`src/rtl/scoreboard_top.sv`:
```
// rtl/scoreboard_top.sv - two-player pushbutton scoreboard with two-digit 7-segment display

// sb_button - synchronizer, debounce and short/long press classification for one button
module sb_button #(
  parameter int DEBOUNCE_MS = 10,
  parameter int LONG_MS     = 1000
) (
  input  logic clk,
  input  logic rst,
  input  logic btn_raw,
  output logic short_pulse,
  output logic long_pulse
);
  localparam int DW = $clog2(DEBOUNCE_MS + 1);
  localparam int LW = $clog2(LONG_MS + 1);
  localparam logic [DW-1:0] DB_LAST   = DW'(DEBOUNCE_MS - 1);
  localparam logic [LW-1:0] LONG_LAST = LW'(LONG_MS - 1);
  localparam logic [LW-1:0] LONG_FULL = LW'(LONG_MS);

  logic          sync1, sync2;
  logic          deb, deb_d;
  logic          armed;
  logic [DW-1:0] db_cnt;
  logic [DW-1:0] rel_cnt;
  logic [LW-1:0] hold_cnt;

  // two-flop synchronizer for the asynchronous raw button
  always_ff @(posedge clk) begin
    if (rst) begin
      sync1 <= 1'b0;
      sync2 <= 1'b0;
    end else begin
      sync1 <= btn_raw;
      sync2 <= sync1;
    end
  end

  // debounced level follows the synchronized level once it has differed for DEBOUNCE_MS samples
  always_ff @(posedge clk) begin
    if (rst) begin
      db_cnt <= '0;
      deb    <= 1'b0;
    end else if (sync2 != deb) begin
      if (db_cnt == DB_LAST) begin
        deb    <= sync2;
        db_cnt <= '0;
      end else begin
        db_cnt <= db_cnt + 1'b1;
      end
    end else begin
      db_cnt <= '0;
    end
  end

  // events stay suppressed after reset until the button is seen released for DEBOUNCE_MS cycles,
  // so a press held through reset is discarded rather than reported
  always_ff @(posedge clk) begin
    if (rst) begin
      armed   <= 1'b0;
      rel_cnt <= '0;
    end else if (!armed) begin
      if (!sync1 && !sync2 && !deb) begin
        if (rel_cnt == DB_LAST) armed <= 1'b1;
        else                    rel_cnt <= rel_cnt + 1'b1;
      end else begin
        rel_cnt <= '0;
      end
    end
  end

  // hold timer runs while debounced high and saturates at LONG_MS
  always_ff @(posedge clk) begin
    if (rst || !deb) hold_cnt <= '0;
    else if (hold_cnt != LONG_FULL) hold_cnt <= hold_cnt + 1'b1;
  end

  // long pulse once when the timer reaches LONG_MS; short pulse on release if it never did
  always_ff @(posedge clk) begin
    if (rst) begin
      deb_d       <= 1'b0;
      long_pulse  <= 1'b0;
      short_pulse <= 1'b0;
    end else begin
      deb_d       <= deb;
      long_pulse  <= armed && deb && (hold_cnt == LONG_LAST);
      short_pulse <= armed && deb_d && !deb && (hold_cnt != LONG_FULL);
    end
  end
endmodule

// sb_seg7 - BCD digit to active-high segments, bit0 = a .. bit6 = g, blank for non-digits
module sb_seg7 (
  input  logic [3:0] digit,
  output logic [6:0] seg
);
  // digit decode table
  always_comb begin
    seg = 7'b0000000;
    case (digit)
      4'd0: seg = 7'b0111111;
      4'd1: seg = 7'b0000110;
      4'd2: seg = 7'b1011011;
      4'd3: seg = 7'b1001111;
      4'd4: seg = 7'b1100110;
      4'd5: seg = 7'b1101101;
      4'd6: seg = 7'b1111101;
      4'd7: seg = 7'b0000111;
      4'd8: seg = 7'b1111111;
      4'd9: seg = 7'b1101111;
      default: seg = 7'b0000000;
    endcase
  end
endmodule

// scoreboard_top - score keeping, display select and registered segment outputs
module scoreboard_top #(
  parameter int DEBOUNCE_MS = 10,
  parameter int LONG_MS     = 1000,
  parameter int MAX_SCORE   = 99
) (
  input  logic       clk_1khz_i,
  input  logic       rst_i,
  input  logic       pushbutton_p1_i,
  input  logic       pushbutton_p2_i,
  output logic [6:0] seg_tens_o,
  output logic [6:0] seg_ones_o
);
  localparam logic [6:0] SCORE_MAX = 7'(MAX_SCORE);
  localparam logic [6:0] SEG_ZERO  = 7'b0111111;

  logic       p1_short, p1_long, p2_short, p2_long, any_long;
  logic [6:0] p1_score, p2_score, shown;
  logic       sel_p2;
  logic [3:0] tens, ones;
  logic [6:0] tens_seg, ones_seg;

  sb_button #(.DEBOUNCE_MS(DEBOUNCE_MS), .LONG_MS(LONG_MS)) u_btn_p1 (
    .clk(clk_1khz_i), .rst(rst_i), .btn_raw(pushbutton_p1_i),
    .short_pulse(p1_short), .long_pulse(p1_long)
  );

  sb_button #(.DEBOUNCE_MS(DEBOUNCE_MS), .LONG_MS(LONG_MS)) u_btn_p2 (
    .clk(clk_1khz_i), .rst(rst_i), .btn_raw(pushbutton_p2_i),
    .short_pulse(p2_short), .long_pulse(p2_long)
  );

  assign any_long = p1_long | p2_long;

  // score counters: a long press from either player clears both and beats any increment
  always_ff @(posedge clk_1khz_i) begin
    if (rst_i || any_long) begin
      p1_score <= '0;
      p2_score <= '0;
    end else begin
      if (p1_short) p1_score <= (p1_score == SCORE_MAX) ? 7'd0 : p1_score + 7'd1;
      if (p2_short) p2_score <= (p2_score == SCORE_MAX) ? 7'd0 : p2_score + 7'd1;
    end
  end

  // display follows the last player to score; P1 wins a tie and any long press returns to P1
  always_ff @(posedge clk_1khz_i) begin
    if (rst_i || any_long || p1_short) sel_p2 <= 1'b0;
    else if (p2_short)                 sel_p2 <= 1'b1;
  end

  // binary to BCD of the selected score
  always_comb begin
    shown = sel_p2 ? p2_score : p1_score;
    tens  = 4'(shown / 7'd10);
    ones  = 4'(shown % 7'd10);
  end

  sb_seg7 u_seg_tens (.digit(tens), .seg(tens_seg));
  sb_seg7 u_seg_ones (.digit(ones), .seg(ones_seg));

  // registered segment outputs, showing "00" from reset
  always_ff @(posedge clk_1khz_i) begin
    if (rst_i) begin
      seg_tens_o <= SEG_ZERO;
      seg_ones_o <= SEG_ZERO;
    end else begin
      seg_tens_o <= tens_seg;
      seg_ones_o <= ones_seg;
    end
  end
endmodule

```
`config.mk`:
```
export PLATFORM = sky130hd
export DESIGN_NAME = scoreboard_top
export DESIGN_NICKNAME = d
export VERILOG_FILES = /design/src/rtl/scoreboard_top.sv
export SDC_FILE = /design/constraint.sdc
export NUM_CORES = 1
export LEC_CHECK = 0
export BUFFER_PORTS_ARGS = -buffer_cell sky130_fd_sc_hd__buf_2
export CAP_MARGIN = 10
export CELL_PAD_IN_SITES_DETAIL_PLACEMENT = 1
export CELL_PAD_IN_SITES_GLOBAL_PLACEMENT = 1
export CORE_AREA = 2 2 98 100
export CTS_CLUSTER_DIAMETER = 150
export DETAILED_ROUTE_END_ITERATION = 7
export DIE_AREA = 0 0 100 102
export PLACE_DENSITY = 0.78
export RECOVER_POWER = 50
export SYNTH_ARGS = -nofsm -noshare
export SYNTH_HDL_FRONTEND = slang
export SYNTH_HIERARCHICAL = 1
export SYNTH_SLANG_ARGS = --single-unit
```
`constraint.sdc`:
```
create_clock -name clk_1khz_i -period 5.23 [get_ports clk_1khz_i]
set_clock_uncertainty 0.15 [all_clocks]
set_input_delay 1.046 -clock clk_1khz_i [delete_from_list [all_inputs] [get_ports clk_1khz_i]]
set_output_delay 1.046 -clock clk_1khz_i [all_outputs]
set_load 0.01 [all_outputs]
```
Word level (Yosys, flattened, before mapping)
Memory sizes are Yosys's and may differ from the RTL's. A register that Yosys moved wholly into a read port is not among the register bits.
Cells that the tools add are included.
Widths: inputs -> output; s select.
- ROM bits: 224
- word-level logic and storage cells: 97
- memories kept: 2
- register bits after elaboration: 65
- memory list (name ; words ; width ; read ports ; clocked after Yosys merged registers in ; write ports ; line ; RTL):
    (no name shown) ; 16 ; 7 ; 1 ; 1 ; 0 ; 99 ; case (digit)
    (no name shown) ; 16 ; 7 ; 1 ; 1 ; 0 ; 99 ;
- reduce and logical (&&, ||, !) cells: 30
- equal/unequal tests: 14
- bitwise gates (word level): 5
- add/sub/neg operators: 8
- div/mod/pow operators: 2
- mux-type cells: 13
- operators by type and width (operator ; number):
    $mux 7 ; 3
    $add 10x1->10 const B ; 2
    $eq 10x10->1 const B ; 2
    $ne 10x10->1 const B ; 2
    $add 4x1->4 const B ; 4
    $eq 4x4->1 const B ; 4
    $mux 4 ; 4
    $add 7x1->7 const B ; 2
    $eq 7x7->1 const B ; 2
    $logic_and 1x1->1 ; 14
    $reduce_and 2->1 ; 4
    $div 7x4->7 const B ; 1
    $mod 7x4->7 const B ; 1
    $logic_not 1->1 ; 6
    $mux 1 ; 6
    $reduce_or 3->1 ; 2
    $logic_or 1x1->1 ; 4
    $ne 2x2->1 const B ; 2
    $not 1->1 ; 4
    $ne 1x1->1 ; 2
    $or 1x1->1 ; 1

Logic depth before layout (Yosys ltp)
Gate-level depths: netlist of the first run.
- depth in word-level cells: 5
- mapped depth: 20

Cells and area by module
Netlist of the first run, hierarchy kept.
- by module, submodules not included (module ; cells an instance ; times used ; seq. area each (µm²) ; area each (µm²)):
    sb_button ; 115 ; 2 ; 500.5 ; 1066.0
    scoreboard_top ; 196 ; 1 ; 580.6 ; 1720.4
    sb_seg7 at u_seg_tens ; 28 ; 1 ; 0.0 ; 219.0
    sb_seg7 at u_seg_ones ; 26 ; 1 ; 0.0 ; 201.4

Worst setup path before layout of the first run
Ideal clock, no wire load.
- kind: register to register
- start: register p1_score[4]
- end: register seg_ones_o[4]
- setup slack: 1.035 ns
- cell stages (with the launch flop): 19
- path buffers: 1
- arrival time: 3.922 ns
- required time: 4.957 ns
- clock period less this slack: 4.195 ns
- path through: dfxtp_1 buf_2 or3b_1 nand2_1 a21oi_1 ha_1 a21o_1 a2111oi_0 o211ai_1 o311ai_4 inv_2 ha_1 inv_1 a311oi_1 a211oi_2 inv_1 ha_1 a22o_1 or2_2
- longest elaborated chain between the ends: 2
- ends and longest elaborated chain (element ; line ; RTL):
    start, declared ; 132 ; logic [6:0] p1_score, p2_score, shown;
    start signal, assigned ; 155 ; if (p1_short) p1_score <= (p1_score == SCORE_MAX) ? 7'd0 : p1_score + 7'd1;
    $mux 7 ; 168 ; shown = sel_p2 ? p2_score : p1_score;
    $mod 7x4->7 ; 170 ; ones = 4'(shown % 7'd10);
    net ones[1] ; 134 ; logic [3:0] tens, ones;
    end, declared ; 126 ; output logic [6:0] seg_ones_o
The timed path passes the listed nets, and every way through them passes these cells.
A chain may end at the register's enable or synchronous reset.

Final worst setup path of the first run
- start: register p1_score[6]
- end: register seg_ones_o[3]
Same word-level chain as after synthesis.

==> metrics.md, run 1 <==
| Metric | Value |
|---|---|
| Endpoint required time on the critical path | 5.33 ns |
| Die area | 10200 sq um |
| Hold Buf Count CTS | 0 |
| Post-synthesis mux area share | 0.0492 |
| CP max stage cell | a2111oi_0 |
| Total negative slack | 0 ns |
| Arrival @ worst endpoint | 4.94 ns |
| Die span in x | 100 um |
| Max-cap viol count | 0 |
| Synth Area in Adders | 0.0820 |
| Fin crit share | 0.925 |
| Worst-skew pair later-pin latency | 0.36 ns |
| Max clock buf depth | 2 |
| Layout Nets | 529 |
| Post-synth EDFFs | 0 |
| GR Overflow Total | 0 |
| Leak | 1.67 nW |
| Synth Register Bits | 79 |
| CP Launch Type | register |
| PwrDens | 245 nW/um^2 |
| Status | complete, no violations |
| Compound-Gate Fraction of Synth Area | 0.147 |
| Avg Cell Area, Syn | 8.90 sq um |
| Placed Instances | 597 |
| Largest family of logic cells by synthesized area | simple AND/OR/NAND/NOR gates |
| Cells after Synth | 480 |
| GRT Total Usage | 0.196 |
| Xor and xnor area share after synthesis | 0.0533 |
| Max_slew headroom | 0.383 |
| Crit-path max FO | 8 |
| RSZ-0062 raised after global routing | no |
| Share of layout cells above drive strength 1 | 0.127 |
| Cell variety after synth | 64 |
| Via count | 3455 |
| CP Cell Sequence | or3b_1, nand2_1, a21oi_1, ha_1, a21o_1, a2111oi_0, o211ai_1, o311ai_4, inv_2, ha_1, inv_1, a311oi_1, a211oi_2, inv_1, ha_1, inv_1, o21ai_0, or2_2 |
| CTS buffer count | 9 |
| CTS H-tree lvls | 3 |
| Worst slew pin tran | 0.916 ns |
| Clock sink count | 79 |
| Endpoints failing setup | 0 |
| Post-cts resize count | 0 |
| Crit-path max cell delay | 0.56 ns |
| Routed Antenna Nets | 0 |
| DR pass1 iterations | 4 |
| VDD IR max | 0.144 mV |
| Row count | 35 |
| Synth cell count leaders | 79 x dfxtp_1, 39 x nor2_1, 38 x nand2_1 |
| Final core occ | 0.509 |
| PortBufs | 17 |
| Post-synth ARST share | 0 |
| Final hold violations | 0 |
| Slew Limit Fails | 0 |
| Fmax | 0.207 GHz |
| Routed len/inst | 15.3 um |
| Post CTS Setup Buffer Count | 0 |
| Worst-path clk slew | 0.08 ns |
| First-pass GRT wire length | 16200 um |
| Core region area | 9110 sq um |
| Chip height | 102 um |
| Setup crit end kind | register |
| Vias in the first global route | 3544 |
| Final Routed Wirelength | 9390 um |
| Initial core utilization | 0.469 |
| Largest net degree at the start of global routing | 27 |
| Layout Cells excl Fill | 613 |
| Tmin final | 4.84 ns |
| Most frequent cell after synthesis | dfxtp_1 |
| Mapped Nets | 512 |
| Worst Hold Class | reg -> reg |
| Register area share after synthesis | 0.370 |
| Layout area overhead | 8.46% |
| # IOs | 18 |
| Top cell type's share of synthesized area | 0.370 |
| Netlist Area Pre-Place | 4270 sq um |
| Top_reg_cell synth | dfxtp_1 |
| Ant diodes | 0 |
| Root Driver | clkbuf_8 |
| Area leader, netlist | dfxtp_1 |
| Drt initial violations | 53 |
| Pwr Total | 1.14 mW |
| Largest cells by area after synthesis | dfxtp_1 37%, ha_1 8.2%, nor2_1 3.4% |
| Synth warnings | 6 |
| Synth Area in Simple Gates | 0.250 |
| Post-DP HPWL | 6870 um |
| Drt drc | 0 |
| CTS tree | yes |
| Fillers | 1090 |
| Gpl congestion | 0.846 |
| Antenna violations before repair | 0 |
| Via-per-instance ratio | 5.64 |
| Worst Setup Path Type | reg -> reg |
## critical path: cells and delay by family, from the launching register on
family / cells / cell delay, ns
adders and majority gates: 3 / 0.80
and+or+nand+nor: 3 / 0.90
AOI/OAI and AO/OA: 8 / 1.98
buffers and inverters: 4 / 0.46
DFF: 1 / 0.45
## kinds of logic after synthesis
| family | after synthesis |
|---|---|
| AO/OA/AOI/OAI | 94 |
| adder cells (fa/ha/maj) | 28 |
| flip-flops | 79 |
| AND/OR/NAND/NOR | 187 |
| multiplexers | 20 |
| XOR/XNOR | 26 |
| buffers and inverters | 46 |
## cells in the final DEF, fill, tap and decap left out, drive strengths merged, types with 8 or more instances in the layout
cell type / count
clkbuf: 19
buf: 9
or3: 11
inv: 34
mux2i: 15
nand3: 13
a21oi: 26
ha: 28
nand2: 38
nor4: 8
xnor2: 12
dfxtp: 79
o21ai: 26
nor2: 39
or2: 14
o22ai: 10
xor2: 14
## final cells by class
cell class | count | area [sq um] | area share
Clock buffer | 9 | 124 | 0.0267
Clock inverter | 7 | 95.1 | 0.0205
Inverter | 33 | 124 | 0.0267
Multi-Input combinational cell | 355 | 2480 | 0.536
Sequential cell | 79 | 1580 | 0.341
Tap cell | 111 | 139 | 0.0300
Timing Repair Buffer | 19 | 87.6 | 0.0189
## where the power goes
group          internal [mW]  switching (mW)  leakage (nW)
registers              0.605         0.00452         0.638
clock network          0.269           0.237         0.110
logic                0.00723          0.0128         0.920
total                  0.882           0.255          1.67
## state kept, by name, indices dropped and copies added (netlist names), 4 cells and up
name               cells
u_btn_p1/hold_cnt     10
u_btn_p2/hold_cnt     10
p1_score               7
p2_score               7
seg_ones_o             7
seg_tens_o             7
u_btn_p1/db_cnt        4
u_btn_p1/rel_cnt       4
u_btn_p2/db_cnt        4
u_btn_p2/rel_cnt       4
## stage by stage
stage / area, sq um / hold WS [ns] / setup slack (ns)
floorplan: 4270 / 0.283 / 1.03
global placement: 4430 / 0.297 / 0.706
detailed placement: 4430 / 0.310 / 0.500
CTS: 4650 / 0.323 / 0.430
global route: 4630 / 0.332 / 0.00165
finish: 4630 / 0.322 / 0.393
## worst paths after layout
path	startpoint	endpoint	slack [ns]	cells after the start
worst min-delay path	u_btn_p2/deb_d$_SDFF_PP0_	u_btn_p2/short_pulse$_SDFF_PP0_	0.32	1
worst max register to register	p1_score[6]$_SDFFE_PP0P_	seg_ones_o[3]$_SDFF_PP1_	0.39	18
worst min register to register	u_btn_p2/deb_d$_SDFF_PP0_	u_btn_p2/short_pulse$_SDFF_PP0_	0.32	1
worst max-delay path	p1_score[6]$_SDFFE_PP0P_	seg_ones_o[3]$_SDFF_PP1_	0.39	18
## metal layers
layer,vias up,global-route usage,routed length (um)
met5,-,0,0
met4,0,0.0759,134
met3,12,0.0308,180
met2,36,0.356,4740
met1,1680,0.234,4340
li1,1727,-,-
Note: power is estimated with default switching activity, not from simulation.
==> run 2: changes to the inputs <==
--- a/config.mk
+++ b/config.mk
@@ -9,11 +9,11 @@
 export CAP_MARGIN = 10
 export CELL_PAD_IN_SITES_DETAIL_PLACEMENT = 1
 export CELL_PAD_IN_SITES_GLOBAL_PLACEMENT = 1
-export CORE_AREA = 2 2 98 100
+export CORE_AREA = 2 2 104 106
 export CTS_CLUSTER_DIAMETER = 150
 export DETAILED_ROUTE_END_ITERATION = 7
-export DIE_AREA = 0 0 100 102
-export PLACE_DENSITY = 0.78
+export DIE_AREA = 0 0 106 108
+export PLACE_DENSITY = 0.71
 export RECOVER_POWER = 50
 export SYNTH_ARGS = -nofsm -noshare
 export SYNTH_HDL_FRONTEND = slang
==> run 2 against run 1 <==
  * Wire length down 0.82%
  * Global-route usage shrank 2.1 points
  * Combinational power hardly changed
  * Largest power group unchanged
  * Count of clock-buffer cells in the layout is 1 higher
  * Cell area rose by 0.24%
==> metrics.md, run 2 (synthesis gave the netlist of run 1 again) <==
| Metric | Value |
|---|---|
| Drt drc | 0 |
| Die area | 11400 sq um |
| Share of layout cells above drive strength 1 | 0.133 |
| Via count | 3459 |
| Tmin final | 4.80 ns |
| Seq pwr share | 0.569 |
| Crit-path max FO | 10 |
| PortBufs | 17 |
| Initial core utilization | 0.418 |
| Worst Setup Path Type | reg -> reg |
| # IOs | 18 |
| Final hold violations | 0 |
| Largest regs | u_btn_p1/hold_cnt x10, u_btn_p2/hold_cnt x10 |
| PwrDens | 231 nW/um^2 |
| Worst-skew pair later-pin latency | 0.35 ns |
| Ant diodes | 0 |
| Status | complete, no violations |
| Flop2flop setup slack | 0.43 ns |
| Commonest non-fill, non-tap cell in the layout | dfxtp_1 |
| Vias in the first global route | 3548 |
| Largest net degree at the start of global routing | 27 |
| Gpl congestion | 0.843 |
| VDD IR max | 0.131 mV |
| Chip height | 108 um |
| Slew Limit Fails | 0 |
| Row count | 37 |
| GR Overflow Total | 0 |
| Core region area | 10200 sq um |
| Clock sink count | 79 |
| CTS buffer count | 9 |
| Combinational group share of total power | 0.018 |
| Drt initial violations | 64 |
| Most frequent cells in the layout | 79 x dfxtp_1, 39 x nor2_1, 38 x nand2_1 |
| Worst Hold Class | reg -> reg |
| Fin crit share | 0.918 |
| Layout area overhead | 8.73% |
| Hold WS | 0.323 ns |
| Fmax | 0.208 GHz |
| Via-per-instance ratio | 5.41 |
| DR pass1 iterations | 4 |
| Pwr Total | 1.07 mW |
| GRT Total Usage | 0.175 |
| CP Launch Type | register |
| Layout Nets | 530 |
| Post-DP HPWL | 6860 um |
| Clock share of power | 0.412 |
| Switching share of total power | 0.249 |
| Routed len/inst | 14.6 um |
| Die span in x | 106 um |
| Max_slew headroom | 0.288 |
| Total negative slack | 0 ns |
| Antenna violations before repair | 0 |
| Max-cap viol count | 0 |
| Post-cts resize count | 0 |
| Worst-path clk slew | 0.09 ns |
| Hold Buf Count CTS | 0 |
| CTS H-tree lvls | 3 |
| Arrival @ worst endpoint | 4.90 ns |
| Endpoint required time on the critical path | 5.33 ns |
| Worst slew pin tran | 1.07 ns |
| Switching power | 267 uW |
| Final Routed Wirelength | 9320 um |
| Post CTS Setup Buffer Count | 0 |
| CTS tree | yes |
| Root Driver | clkbuf_8 |
| Setup crit end kind | register |
| First-pass GRT wire length | 16600 um |
| Final core occ | 0.454 |
| Max clock buf depth | 2 |
| Pint | 804 uW |
| RSZ-0062 raised after global routing | no |
| Routed Antenna Nets | 0 |
| Endpoints failing setup | 0 |
| Leak | 1.65 nW |
[run 2: cell types whose count changed in the layout (fill, tap and decap cells not counted), sizes merged]
cell      change
buf           +3
bufinv        -2
clkbuf        -1
clkinv        -2
clkinvlp      +2
inv           +1
[run 2: final timing paths]
path | startpoint | to | cells after the start
setup / recovery | sel_p2$_SDFFE_PP0P_ | seg_ones_o[4]$_SDFF_PP1_ | 16
hold / removal | u_btn_p2/sync1$_SDFF_PP0_ | u_btn_p2/sync2$_SDFF_PP0_ | 1
setup reg to reg | sel_p2$_SDFFE_PP0P_ | seg_ones_o[4]$_SDFF_PP1_ | 16
hold reg to reg | u_btn_p2/sync1$_SDFF_PP0_ | u_btn_p2/sync2$_SDFF_PP0_ | 1
[run 2: through the flow]
step                worst slack (ns)  cells  area (sq um)
finish                         0.429    639          4650
global route                  0.0757    639          4650
CTS                            0.453    639          4660
detailed placement             0.472    623          4470
global placement               0.701    623          4470
floorplan                       1.03    480          4270
[run 2: area by class of cell]
class,instances,area [sq um]
Clock buffer,10,138
Clock inverter,6,51.3
Tap cell,136,170
Timing Repair Buffer,20,97.6
Fill cell,1213,5590
Inverter,33,124
Sequential cell,79,1580
Multi-Input combinational cell,355,2480
[run 2: power groups by stage]
stage	Sequential (mW)	Clock, mW	Combinational [mW]
6_report	0.610	0.441	0.0198
5_1_grt	0.611	0.483	0.0235
4_1_cts	0.610	0.456	0.0204
3_5_place_dp	0.624	0	0.0203
3_3_place_gp	0.624	0	0.0194
2_1_floorplan	0.623	0	0.0135
[run 2: per-layer routing]
metal | up-vias | routed length (um) | GRT usage
li1 | 1727 | - | -
met1 | 1697 | 4400 | 0.219
met2 | 24 | 4640 | 0.310
met3 | 11 | 149 | 0.0265
met4 | 0 | 124 | 0.0573
met5 | - | 0 | 0
[run 2: worst max-delay path, stage by stage (launching register included)]
cell and delay [ns]:
dfxtp_1 0.54, mux2i_1 0.40, inv_1 0.22, ha_1 0.27
a21o_1 0.20, a2111oi_0 0.56, o211ai_1 0.21, o311ai_4 0.14
inv_2 0.06, ha_1 0.23, inv_1 0.12, a311oi_1 0.13
a211oi_2 0.55, inv_1 0.18, ha_1 0.25, a22o_1 0.23
or2_2 0.26
==> run 3: changes to the inputs <==
--- a/config.mk
+++ b/config.mk
@@ -5,7 +5,7 @@
 export SDC_FILE = /design/constraint.sdc
 export NUM_CORES = 1
 export LEC_CHECK = 0
-export BUFFER_PORTS_ARGS = -buffer_cell sky130_fd_sc_hd__buf_2
+export BUFFER_PORTS_ARGS = -buffer_cell sky130_fd_sc_hd__buf_4
 export CAP_MARGIN = 10
 export CELL_PAD_IN_SITES_DETAIL_PLACEMENT = 1
 export CELL_PAD_IN_SITES_GLOBAL_PLACEMENT = 1
@@ -13,7 +13,7 @@
 export CTS_CLUSTER_DIAMETER = 150
 export DETAILED_ROUTE_END_ITERATION = 7
 export DIE_AREA = 0 0 106 108
-export PLACE_DENSITY = 0.71
+export PLACE_DENSITY = 0.69
 export RECOVER_POWER = 50
 export SYNTH_ARGS = -nofsm -noshare
 export SYNTH_HDL_FRONTEND = slang
==> run 3 against run 2 <==
  * Worst hold slack got worse by 0.0052 ns
  * Fmax fell by 1.2%
  * Clock power rose by 7.3%
  * Global-route usage rose by 0.31 points
  * Worst setup slack got worse by 0.059 ns
  * Die area did not move
  * Critical path type unchanged
==> metrics.md, run 3 (synthesis gave the netlist of run 1 again) <==
| Metric | Value |
|---|---|
| Status | complete, no violations |
| Endpoints failing setup | 0 |
| Share of layout cells above drive strength 1 | 0.147 |
| Vias in the first global route | 3529 |
| Max clock buf depth | 2 |
| Post CTS Setup Buffer Count | 0 |
| Die area | 11400 sq um |
| Root Driver | clkbuf_8 |
| Crit path top cell by count | ha_1 |
| CTS buffer count | 9 |
| Max_slew headroom | 0.301 |
| Post-DP Area | 4510 sq um |
| Antenna violations before repair | 0 |
| Max-cap viol count | 0 |
| Wire length on met2 | 4490 um |
| Fillers | 1209 |
| Crit-path max FO | 8 |
| Hold Path Stages | 1 |
| Final hold violations | 0 |
| Commonest non-fill, non-tap cell in the layout | dfxtp_1 |
| Drt drc | 0 |
| Via-per-instance ratio | 5.37 |
| Largest net degree at the start of global routing | 27 |
| Max layer used | met4 |
| CP Launch Type | register |
| Flop2flop setup slack | 0.37 ns |
| Fmax | 0.206 GHz |
| Layout area overhead | 10.3% |
| Row count | 37 |
| Tmin final | 4.86 ns |
| Worst Hold Class | reg -> reg |
| GRT Total Usage | 0.178 |
| Routed len/inst | 14.7 um |
| Initial core utilization | 0.418 |
| CTS tree | yes |
| Chip height | 108 um |
| GR Overflow Total | 0 |
| Via count | 3434 |
| Worst-skew pair later-pin latency | 0.37 ns |
| FF-to-FF path depth | 18 |
| # IOs | 18 |
| FF+latch area | 1580 sq um |
| CP max stage cell | a2111oi_0 |
| First-pass GRT wire length | 16300 um |
| Largest regs | u_btn_p1/hold_cnt x10, u_btn_p2/hold_cnt x10 |
| Hold Buf Count CTS | 0 |
| Clock sink count | 79 |
| Met3 wire length | 181 um |
| PortBufs | 17 |
| PwrDens | 234 nW/um^2 |
| Worst-path clk slew | 0.09 ns |
| Drt initial violations | 96 |
| Final Routed Wirelength | 9420 um |
| Crit-path max cell delay | 0.65 ns |
| Hold wc startpoint | u_btn_p1/deb_d$_SDFF_PP0_ |
| Worst hold path endpoint | u_btn_p1/short_pulse$_SDFF_PP0_ |
| Placed Instances | 623 |
| Total negative slack | 0 ns |
| Hold WS | 0.318 ns |
| Post-DP HPWL | 6960 um |
| Fin crit share | 0.929 |
| Multi-input logic area | 2480 sq um |
| CP Cell Sequence | or3b_1, nand2_1, a21oi_1, ha_1, a21o_1, a2111oi_0, o211ai_1, o311ai_4, inv_2, ha_1, inv_1, a311oi_1, a211oi_2, inv_1, ha_1, a21oi_2, o22ai_2, or2_2 |
| Finished Cell Area | 4710 sq um |
| Layout Cells excl Fill | 639 |
| Worst slew pin tran | 1.05 ns |
| Most frequent cells in the layout | 79 x dfxtp_1, 39 x nor2_1, 38 x nand2_1 |
| Slew Limit Fails | 0 |
| VDD IR max | 0.146 mV |
| Core region area | 10200 sq um |
| Arrival @ worst endpoint | 4.96 ns |
| CTS H-tree lvls | 3 |
| DR pass1 iterations | 4 |
| Die span in x | 106 um |
| Gpl congestion | 0.831 |
| Leak | 1.69 nW |
| Met1 WL | 4570 um |
| Routed Antenna Nets | 0 |
| Reg2reg start | p1_score[6]$_SDFFE_PP0P_ |
| RR Endpoint | seg_ones_o[5]$_SDFF_PP1_ |
| Ant diodes | 0 |
| Worst Setup Path Type | reg -> reg |
| Post-cts resize count | 0 |
| RSZ-0062 raised after global routing | no |
| Endpoint required time on the critical path | 5.34 ns |
| Setup crit end kind | register |
| Layout Nets | 530 |
run 3: cell count changes in the layout (fill, tap and decap cells not counted):
cell | before | now
inv_8 | 1 | 0
clkbuf_1 | 8 | 1
buf_4 | 3 | 19
clkinv_4 | 1 | 2
bufinv_16 | 0 | 1
inv_6 | 1 | 0
buf_2 | 9 | 0
run 3: final cells by class:
cell class	instances	area share
Multi-Input combinational cell	355	0.527
Tap cell	136	0.0361
Clock inverter	6	0.0149
Inverter	33	0.0263
Sequential cell	79	0.336
Timing Repair Buffer	20	0.0311
Clock buffer	10	0.0292
run 3: worst max path at each step:
stage	start	end	slack (ns)	cells past startpoint
after floorplan	p1_score[4]$_SDFFE_PP0P_	seg_ones_o[4]$_SDFF_PP1_	1.03	18
after global placement	p1_score[6]$_SDFFE_PP0P_	seg_ones_o[4]$_SDFF_PP1_	0.68	17
after detailed placement	p1_score[6]$_SDFFE_PP0P_	seg_ones_o[5]$_SDFF_PP1_	0.40	18
after CTS	p1_score[6]$_SDFFE_PP0P_	seg_ones_o[5]$_SDFF_PP1_	0.40	18
after global routing	sel_p2$_SDFFE_PP0P_	seg_ones_o[5]$_SDFF_PP1_	0.01	17
final	p1_score[6]$_SDFFE_PP0P_	seg_ones_o[5]$_SDFF_PP1_	0.37	18
run 3: per-stage QoR:
step                      worst slack [ns]  utilization  power [mW]
after floorplan                       1.03            -       0.636
after global placement               0.683        0.441       0.644
after detailed placement             0.403        0.441       0.645
after CTS                            0.398        0.461        1.13
after global routing                0.0146        0.461        1.15
final                                0.371        0.461        1.10
run 3: worst max-delay path, delay by kind of cell (launching register included):
kind	cells	cell delay, ns
compound gates	9	2.16
simple gates	3	0.90
flops	1	0.46
buf+inv	3	0.36
fa+ha+maj	3	0.72
run 3: layer usage:
| metal | vias up | track usage |
|---|---|---|
| met5 | - | 0 |
| met4 | 0 | 0.0818 |
| met3 | 14 | 0.0325 |
| met2 | 25 | 0.299 |
| met1 | 1662 | 0.224 |
| li1 | 1733 | - |
run 3: power breakdown:
| group | leakage [nW] | internal [mW] | switching, mW |
|---|---|---|---|
| sequential | 0.638 | 0.605 | 0.00446 |
| combinational | 0.958 | 0.00759 | 0.0129 |
| clock | 0.0947 | 0.235 | 0.239 |
